File: src/rtl/dm_access_ctrl.sv
// Data-memory access sequencer that shares one DM port between the pipeline (P) and a loader (L).
// Optional write trace on DM_ACCESS_TRACE_EN (default build: undefined, no trace code).
module dm_access_ctrl #(
    parameter int RD_LATENCY   = 1,
    parameter int ADDR_LIMIT   = 4096,
    parameter int STARVE_LIMIT = 4
) (
    input  logic        clk_i,
    input  logic        rst_ni,
    input  logic        p_req_i,
    input  logic        p_we_i,
    input  logic [31:0] p_addr_i,
    input  logic [31:0] p_wdata_i,
    input  logic [31:0] p_pc_i,
    output logic [31:0] p_rdata_o,
    output logic        p_done_o,
    output logic        p_stall_o,
    input  logic        l_req_i,
    input  logic        l_we_i,
    input  logic [31:0] l_addr_i,
    input  logic [31:0] l_wdata_i,
    output logic [31:0] l_rdata_o,
    output logic        l_done_o,
    output logic        mem_en_o,
    output logic        mem_we_o,
    output logic [31:0] mem_addr_o,
    output logic [31:0] mem_wdata_o,
    output logic [31:0] mem_pc_o,
    input  logic [31:0] mem_rdata_i
);

    localparam int          SW         = (STARVE_LIMIT < 1) ? 1 : $clog2(STARVE_LIMIT + 1);
    localparam logic [32:0] ADDR_BYTES = 33'(ADDR_LIMIT) << 2;
    localparam logic [2:0]  LAT        = 3'(RD_LATENCY);

    typedef enum logic [1:0] {IDLE, ISSUE, WAIT, DONE} state_e;

    state_e         state_q;
    logic [SW-1:0]  streak_q;
    logic [SW-1:0]  streak_d;
    logic [2:0]     cnt_q;
    logic           gnt_l_q;
    logic           mem_en_q;
    logic           mem_we_q;
    logic [31:0]    mem_addr_q;
    logic [31:0]    mem_wdata_q;
    logic [31:0]    mem_pc_q;
    logic           p_done_q;
    logic           l_done_q;
    logic [31:0]    p_rdata_q;
    logic [31:0]    l_rdata_q;

    logic           take_l;
    logic           sel_we;
    logic           sel_oor;
    logic [31:0]    sel_addr;
    logic [31:0]    sel_wdata;
    logic [31:0]    sel_pc;

    // P has priority unless L has already been passed over STARVE_LIMIT times in a row.
    always_comb begin
        take_l    = l_req_i && (!p_req_i || (streak_q == SW'(STARVE_LIMIT)));
        sel_we    = take_l ? l_we_i    : p_we_i;
        sel_addr  = take_l ? l_addr_i  : p_addr_i;
        sel_wdata = take_l ? l_wdata_i : p_wdata_i;
        sel_pc    = take_l ? 32'h0     : p_pc_i;
        sel_oor   = ({1'b0, sel_addr} >= ADDR_BYTES);
        streak_d  = streak_q;
        if (take_l || !l_req_i) begin
            streak_d = '0;
        end else if (p_req_i) begin
            streak_d = streak_q + SW'(1);
        end
    end

    always_ff @(posedge clk_i or negedge rst_ni) begin
        if (!rst_ni) begin
            state_q     <= IDLE;
            streak_q    <= '0;
            cnt_q       <= '0;
            gnt_l_q     <= 1'b0;
            mem_en_q    <= 1'b0;
            mem_we_q    <= 1'b0;
            mem_addr_q  <= '0;
            mem_wdata_q <= '0;
            mem_pc_q    <= '0;
            p_done_q    <= 1'b0;
            l_done_q    <= 1'b0;
            p_rdata_q   <= '0;
            l_rdata_q   <= '0;
        end else begin
            unique case (state_q)
                IDLE: begin
                    streak_q <= streak_d;
                    if (p_req_i || l_req_i) begin
                        gnt_l_q <= take_l;
                        if (sel_oor) begin
                            // Out-of-range: answer with zero data, never touch the DM.
                            state_q  <= DONE;
                            p_done_q <= !take_l;
                            l_done_q <= take_l;
                        end else begin
                            state_q     <= ISSUE;
                            mem_en_q    <= 1'b1;
                            mem_we_q    <= sel_we;
                            mem_addr_q  <= {sel_addr[31:2], 2'b00};
                            mem_wdata_q <= sel_wdata;
                            mem_pc_q    <= sel_pc;
                        end
                    end
                end
                ISSUE: begin
                    mem_en_q <= 1'b0;
                    mem_we_q <= 1'b0;
                    if (mem_we_q) begin
                        state_q  <= DONE;
                        p_done_q <= !gnt_l_q;
                        l_done_q <= gnt_l_q;
                    end else begin
                        state_q <= WAIT;
                        cnt_q   <= LAT;
                    end
                end
                WAIT: begin
                    cnt_q <= cnt_q - 3'd1;
                    if (cnt_q == 3'd1) begin
                        state_q  <= DONE;
                        p_done_q <= !gnt_l_q;
                        l_done_q <= gnt_l_q;
                        if (gnt_l_q) l_rdata_q <= mem_rdata_i;
                        else         p_rdata_q <= mem_rdata_i;
                    end
                end
                DONE: begin
                    state_q   <= IDLE;
                    p_done_q  <= 1'b0;
                    l_done_q  <= 1'b0;
                    p_rdata_q <= '0;
                    l_rdata_q <= '0;
                end
                default: state_q <= IDLE;
            endcase
        end
    end

`ifdef DM_ACCESS_TRACE_EN
    always_ff @(posedge clk_i) begin
        if (mem_en_q && mem_we_q) begin
            $display("@%h: *%h <= %h", mem_pc_q, mem_addr_q, mem_wdata_q);
        end
    end
`endif

    // Reset gates the stall too, so every output reads zero while reset is held.
    assign p_stall_o   = rst_ni & p_req_i & ~p_done_q;
    assign p_done_o    = p_done_q;
    assign l_done_o    = l_done_q;
    assign p_rdata_o   = p_rdata_q;
    assign l_rdata_o   = l_rdata_q;
    assign mem_en_o    = mem_en_q;
    assign mem_we_o    = mem_we_q;
    assign mem_addr_o  = mem_addr_q;
    assign mem_wdata_o = mem_wdata_q;
    assign mem_pc_o    = mem_pc_q;

endmodule

File: config.mk
export PLATFORM = sky130hd
export DESIGN_NAME = dm_access_ctrl
export DESIGN_NICKNAME = d
export VERILOG_FILES = /design/src/rtl/dm_access_ctrl.sv
export SDC_FILE = /design/constraint.sdc
export NUM_CORES = 1
export LEC_CHECK = 0
export BUFFER_PORTS_ARGS = -buffer_cell sky130_fd_sc_hd__buf_2
export CAP_MARGIN = 20
export CORE_AREA = 5 5 138 140
export CTS_BUF_LIST = sky130_fd_sc_hd__clkbuf_8
export DETAILED_ROUTE_END_ITERATION = 12
export DIE_AREA = 0 0 143 145
export PLACE_DENSITY = 0.74
export SYNTH_ARGS = -nofsm -noshare
export SYNTH_HDL_FRONTEND = slang
export SYNTH_SLANG_ARGS = --single-unit
File: constraint.sdc
create_clock -name clk_i -period 5.8 [get_ports clk_i]
set_clock_uncertainty 0.05 [all_clocks]
set_input_delay 1.16 -clock clk_i [delete_from_list [all_inputs] [get_ports clk_i]]
set_output_delay 1.16 -clock clk_i [all_outputs]
set_load 0.01 [all_outputs]
# After elaboration in Yosys (flattened, before gate mapping)
# Index checks and enable logic that the tools add are counted.
# totals
register_bits	171
in_bits	198
output_inout_bits	165
# op_classes
eq_ne	13
n_lt_le_gt_ge	1
add_sub_neg	2
n_reduce_logical	22
n_bitwise	4
muxes	35
# op_table
cell	count
2-to-1 mux 32 bit	7
case mux 32 bit (2 select lines)	2
greater-or-equal comparator 32 x 15 -> 1 bit (second input constant)	1
!= test 2 bit (second input constant)	8
2-to-1 mux 1 bit	14
AND reduction 3 bit	4
2-to-1 mux 3 bit	3
case mux 1 bit (4 select lines)	2
case mux 2 bit (4 select lines)	1
AND reduction 2 bit	4
nonzero test 2 bit	4
2-to-1 mux 2 bit	3
case mux 3 bit (2 select lines)	1
equality test 2 bit (second input constant)	2
logical NOT 1 bit	4
case mux 1 bit (2 select lines)	2
AND reduction 4 bit	1
adder 3 x 1 -> 3 bit (second input constant)	1
equality test 3 x 1 -> 1 bit (second input constant)	1
equality test 3 bit (second input constant)	1
logical OR 1 bit	3
subtractor 3 x 1 -> 3 bit (second input constant)	1
AND 1 bit	2
equality test 2 x 1 -> 1 bit (second input constant)	1
other kinds (3)	4

# Logic depth before layout (Yosys ltp)
# Gate-level depths: netlist (run 1).
# logic_depth
word_depth	8
depth_mapped	9
mapped_depth_nobuf	7

# Worst setup path after synthesis (run 1)
# OpenSTA, ideal clock, no wires.
# synth_path
path_type	input to register
startpoint	in p_addr_i[26]
endpoint	reg mem_addr_q[10], in the netlist mem_addr_o[10]
n_path_buf	2
cell_stages	7
setup_slack_ns	2.625
required_ns	5.625
arrival_time_ns	3.000
path_cell_list	or4_1 > a2111o_1 > o22ai_4 > nand3_2 > buf_6 > buf_6 > mux2_4
# synth_via
elab_chain_len	4
# synth_rtl
element	line_no	source
start, declared	12	input logic [31:0] p_addr_i,
2-to-1 mux 32 bit	64	sel_addr = take_l ? l_addr_i : p_addr_i;
greater-or-equal comparator 32 x 15 -> 1 bit	67	sel_oor = ({1'b0, sel_addr} >= ADDR_BYTES);
inverter 1 bit (no source line)	--	
AND reduction 3 bit (no source line)	--	
end signal, assigned	106	mem_addr_q <= {sel_addr[31:2], 2'b00};
end, declared	45	logic [31:0] mem_addr_q;
# Every way passes these cells.
# A chain may end at the register's enable or synchronous reset.

# Worst setup path in the final report (run 1)
# layout_path
startpoint	in p_addr_i[26]
endpoint	reg mem_wdata_q[3], in the netlist mem_wdata_o[3]
# layout_via
elab_chain_len	4
# layout_rtl
element	line_no	source
2-to-1 mux 32 bit	64	
greater-or-equal comparator 32 x 15 -> 1 bit	67	
inverter 1 bit (no source line)	--	
AND reduction 3 bit (no source line)	--	
end signal, assigned	107	mem_wdata_q <= sel_wdata;
end, declared	46	logic [31:0] mem_wdata_q;
# Every way passes these cells.

==> results.cfg, run 1 <==
[flow_run]
drv_cap = 0

[clocking]
tritoncts = yes
clk_pin_slew_ps = 100
htreeDepth = 4
clock-sinks = 171
worstSkewPairLatency_ps = 440
clockBufferDepth = 2
cts-resized-gates = 0
numCtsBuffers = 17
cts_root_buf = clkbuf_8
cts_hold_buf = 0
post_cts_buffers = 0

[global_route]
grt_max_degree = 65
overflow = 0
use_met3_pct = 6.28
grt_first_pass_wirelength_mm = 32.2
grt_antenna_before_repair = 0
grt_use_met2_pct = 31.6
grtUsageMet1_pct = 24.7
grt_usage_pct = 19.4
grt_pass1_vias = 6168
grt.busiest_layer = met2

[worst_setup_path]
slowest_stage = or4_1
rr_endpoint = mem_wdata_o[3]
worstPathArrival_ps = 3790
crit_end = mem_wdata_o[3]
r2r-start = streak_q[0]
cp-end-kind = flop
startpoint_type = primary input
r2r_cells = 8
worstPathRequired_ps = 6070
path_max_fanout = 52
cpPeakStageDelay_ps = 520
startpoint = p_addr_i[26]
r2r_setup_slack_ps = 2710
crit_chain = buf_2 > or4_1 > a2111o_1 > o22ai_4 > nand3_4 > buf_4 > mux2_2
path_class = in -> reg

[floorplan]
dieArea_um2 = 20700
die_w_um = 143
die_h_um = 145
io_pins = 363
design.core.area_um2 = 17700
start_util_pct = 42.5
num_rows = 49

[routing]
first_pass_iters = 4
totalWireLength_mm = 20.4
drtAntennaViolNets = 0
num_vias = 6244
drc = 0
wl_per_cell_um = 15.2
drt_iter0_drc = 187
vias_per_cell = 4.66

[timing]
fin_tns_setup_ps = 0
period_share_pct = 60.7
max_freq_ghz = 0.284
max-slew-margin-rel_pct = 35.9
min_period_ps = 3520
setup-violations-final = 0
drv_slew = 0
rsz0062_at_grt = no
worstMarginPinSlew_ps = 961
hold_viol = 0

[cells_and_area]
drive_gt1_share_pct = 40.3
syn2layout_area_growth_pct = 31.9
final_common_cell = buf_2
fin_util_pct = 56.1
most-common-layout-cells = 355 x buf_2, 246 x nand2_1, 171 x dfrtp_1, 71 x o21ai_0, 44 x inv_1
regArea_um2 = 4280
fillers = 1602
multiInputGateArea_um2 = 2950
layout.nets = 1306
num_antenna_cells = 0

[synth]
synth-async-reset-ratio_pct = 100
yosysSeqAreaShare_pct = 56.8
avgSynthCellArea_um2 = 9.96
synth.distinct_cells = 39
syn_inst = 756
synth_edf_count = 0
synth-seq-cells = 171
yosysWarnings = 0
synth_flop_cell = dfrtp_1
syn_area_um2 = 7530

[power_and_ir_drop]
seqPwrFrac_pct = 43.0
ir_drop_mv = 0.250
p_comb_share_pct = 33.6
power.density_nw_per_um2 = 363
power_leakage_nw = 5.90
swShare_pct = 38.3
p_clk_share_pct = 23.4
p_sw_mw = 1.38
p_int_mw = 2.23

[placement]
post-dp-hpwl_mm = 15.3
portBuffers = 356
place_congestion = 0.816

[min_path]
hp-class = reg -> reg
min_path_cells = 2

[run_status]
status = finished, final reports clean
==> stage by stage <==
step                      cell area, um2  std cells  worst slack, ps  hold WS, ps  total power [mW]
after floorplan                     7540        757             2620          400              2.29
after global placement              9530       1309             1790          407              2.75
after detailed placement            9530       1309             1820          415              2.80
after CTS                           9940       1341             2300          438              3.65
after global routing                9940       1341             2190          454              3.88
final                               9940       1341             2280          433              3.61
==> layer usage <==
metal	part of all wire [%]	wire, um
met5	0	0
met4	1.6	324
met2	48	9720
met3	9.3	1910
met1	42	8490
==> critical path: cells and delay by family <==
family	cells	cell delay [ps]
mux	1	360
buf+inv	2	600
compound gates	2	680
simple gates	2	950
==> layout make-up <==
type                            instances  area share (%)
Sequential cell                       171            43.1
Multi-Input combinational cell        501            29.7
Timing Repair Buffer                  364            18.6
Tap cell                              229            2.88
Clock buffer                           17            2.35
Clock inverter                         15            1.76
Inverter                               44            1.66
==> registers in the layout, indices dropped and copies added, names as in the netlist, 2 cells and up <==
signal,count
state_q,2
mem_wdata_o,32
mem_pc_o,32
streak_q,3
p_rdata_o,32
l_rdata_o,32
cnt_q,3
mem_addr_o,30
==> power groups by stage <==
stage          clock network, mW  logic [mW]  registers, mW
2_1_floorplan                  0       0.634           1.66
3_3_place_gp                   0        1.19           1.56
3_5_place_dp                   0        1.22           1.58
4_1_cts                    0.872        1.22           1.55
5_1_grt                    0.926        1.37           1.58
6_report                   0.846        1.21           1.55
==> worst min path at each step <==
stage / start / endpoint / slack [ps]
2_1_floorplan: cnt_q[1] / cnt_q[1] / 400
3_3_place_gp: p_rdata_o[3] / p_rdata_o[3] / 410
3_5_place_dp: mem_addr_o[15] / mem_addr_o[15] / 420
4_1_cts: l_rdata_o[14] / l_rdata_o[14] / 440
5_1_grt: mem_addr_o[23] / mem_addr_o[23] / 450
6_report: l_rdata_o[4] / l_rdata_o[4] / 430
==> cell usage after synthesis, types with 2 or more instances <==
cell	count	share of area, %
nand2_1	247	12
dfrtp_1	171	57
o21ai_0	71	4.7
inv_1	44	2.2
mux2_2	36	5.4
mux2i_1	35	4.7
nand2b_1	32	2.7
clkbuf_1	28	1.4
and2_1	19	1.6
mux2_4	10	2.0
ha_1	9	1.5
nor4_1	7	0.58
buf_2	6	0.40
nor2_1	4	0.20
a21oi_1	3	0.20
buf_1	3	0.15
nand3_1	3	0.20
o22ai_1	3	0.25
a31oi_1	2	0.17
buf_4	2	0.20
buf_6	2	0.30
nor2b_1	2	0.17
==> cell families after synthesis <==
kind of cell | synth area share [%]
compound gates | 6.98
fa+ha+maj | 1.50
buf+inv | 4.63
flops | 56.8
mux | 12.0
other cells | 0.0498
simple gates | 18.0
(Power assumes the default switching activity.)
==> run 2: changes to the inputs <==
- CORE_AREA: 5 5 138 140 -> 5 5 139 141
- DIE_AREA: 0 0 143 145 -> 0 0 144 146
- PLACE_DENSITY: 0.74 -> 0.73
- clock period: 5.8 -> 3.59 ns (I/O delays scaled with it)
==> run 2 against run 1 <==
Against the previous run:
- sequential share of layout area is 0.21 points lower
- setup slack worse by 1200 ps
- critical path depth rose by 1
- non-clock buffer count stayed put
==> results.cfg, run 2 (synthesis results as in run 1) <==
[clocking]
tritoncts = yes
cts-resized-gates = 0
numCtsBuffers = 17
htreeDepth = 4
clockBufferDepth = 2
post_cts_buffers = 0
clk_pin_slew_ps = 100
worstSkewPairLatency_ps = 440
clock-sinks = 171
cts_root_buf = clkbuf_8
cts_hold_buf = 0

[placement]
post-dp-hpwl_mm = 15.8
portBuffers = 356
dp_cells = 1309
placed_area_um2 = 9560
place_congestion = 0.820
post-place-ws_ps = 621

[worst_setup_path]
cp-end-kind = flop
r2r_setup_slack_ps = 1060
worstPathArrival_ps = 2800
crit_family = compound AO/OA/AOI/OAI gates
cpPeakStageDelay_ps = 450
slowest_stage = a2111o_1
crit_chain = inv_1 > ha_1 > a21bo_2 > a2111o_1 > o22ai_4 > nand3_4 > buf_12 > mux2_4
cp_num_buf_inv = 2
path_max_fanout = 84
path_class = reg -> reg
worstPathRequired_ps = 3860
startpoint_type = flop

[global_route]
grt_pass1_vias = 6356
grt_usage_pct = 19.5
grt_first_pass_wirelength_mm = 32.5
grt_antenna_before_repair = 6
overflow = 0
grt_max_degree = 91

[timing]
rsz0062_at_grt = no
period_share_pct = 70.4
setup-violations-final = 0
min_period_ps = 2530
fin_ws_ps = 1060
holdWs_ps = 118
hold_viol = 0
max_freq_ghz = 0.395
fin_tns_setup_ps = 0
max-slew-margin-rel_pct = 34.9
drv_slew = 0
worstMarginPinSlew_ps = 976

[power_and_ir_drop]
power.density_nw_per_um2 = 585
swShare_pct = 37.4
p_comb_share_pct = 33.4
total_power_mw = 5.84
p_clk_share_pct = 23.7
power_leakage_nw = 5.93
ir_drop_mv = 0.458
seqPwrFrac_pct = 42.9
p_sw_mw = 2.19
p_int_mw = 3.66

[floorplan]
io_pins = 363
die_w_um = 144
num_rows = 49
die_h_um = 146
design.core.area_um2 = 17800
start_util_pct = 42.2
dieArea_um2 = 21000

[routing]
num_vias = 6287
wl_per_cell_um = 15.5
vias_per_cell = 4.68
drc = 0
drt_iter0_drc = 301
drtAntennaViolNets = 0
first_pass_iters = 6
totalWireLength_mm = 20.8

[min_path]
hp-class = in -> async

[cells_and_area]
final_common_cell = buf_2
drive_gt1_share_pct = 40.3
stdcell_count = 1344
regArea_um2 = 4280
syn2layout_area_growth_pct = 32.5
layout.nets = 1306
fillers = 1602
fin_util_pct = 56.0
most-common-layout-cells = 355 x buf_2, 246 x nand2_1, 171 x dfrtp_1, 71 x o21ai_0, 44 x inv_1
multiInputGateArea_um2 = 2950
finalInstanceArea_um2 = 9980

[flow_run]
drv_cap = 0

[run_status]
status = finished, final reports clean
-- run 2: cell count changes in the layout (fill, tap and decap cells not counted), sizes merged --
cell	previous run	this run
diode	0	3
bufinv	0	1
clkinvlp	2	1
-- run 2: layer usage --
layer	GRT usage (%)	vias up	share of wire (%)
li1	-	3124	-
met1	23.9	2888	40
met4	6.26	6	1.5
met2	32.1	241	50
met3	6.77	28	9.1
met5	0	-	0.16
-- run 2: path summary, 6_finish.rpt --
path                               from         endpoint  cells after the start
max                         streak_q[0]  mem_wdata_o[19]                      8
min                              rst_ni   mem_addr_o[19]                      1
max reg2reg                 streak_q[0]  mem_wdata_o[19]                      8
min reg2reg                p_rdata_o[8]     p_rdata_o[8]                      2
max in group asynchronous        rst_ni  mem_wdata_o[26]                      2
min in group clk_i         p_rdata_o[8]     p_rdata_o[8]                      2
-- run 2: power by group through the flow --
stage,Clock (mW),Combinational [mW],Sequential [mW]
after floorplan,0,1.02,2.68
after global placement,0,1.93,2.53
after detailed placement,0,1.99,2.55
after CTS,1.43,1.99,2.51
after global routing,1.52,2.22,2.55
final,1.38,1.95,2.51
-- run 2: final cells by class --
type                       count  share of cell area (%)
sequential                   171                    42.9
multi-input combinational    501                    29.5
timing repair buffer         364                    18.9
tap                          229                    2.87
clock buffer                  17                    2.34
clock inverter                15                    1.78
inverter                      44                    1.65
antenna                        3                  0.0752
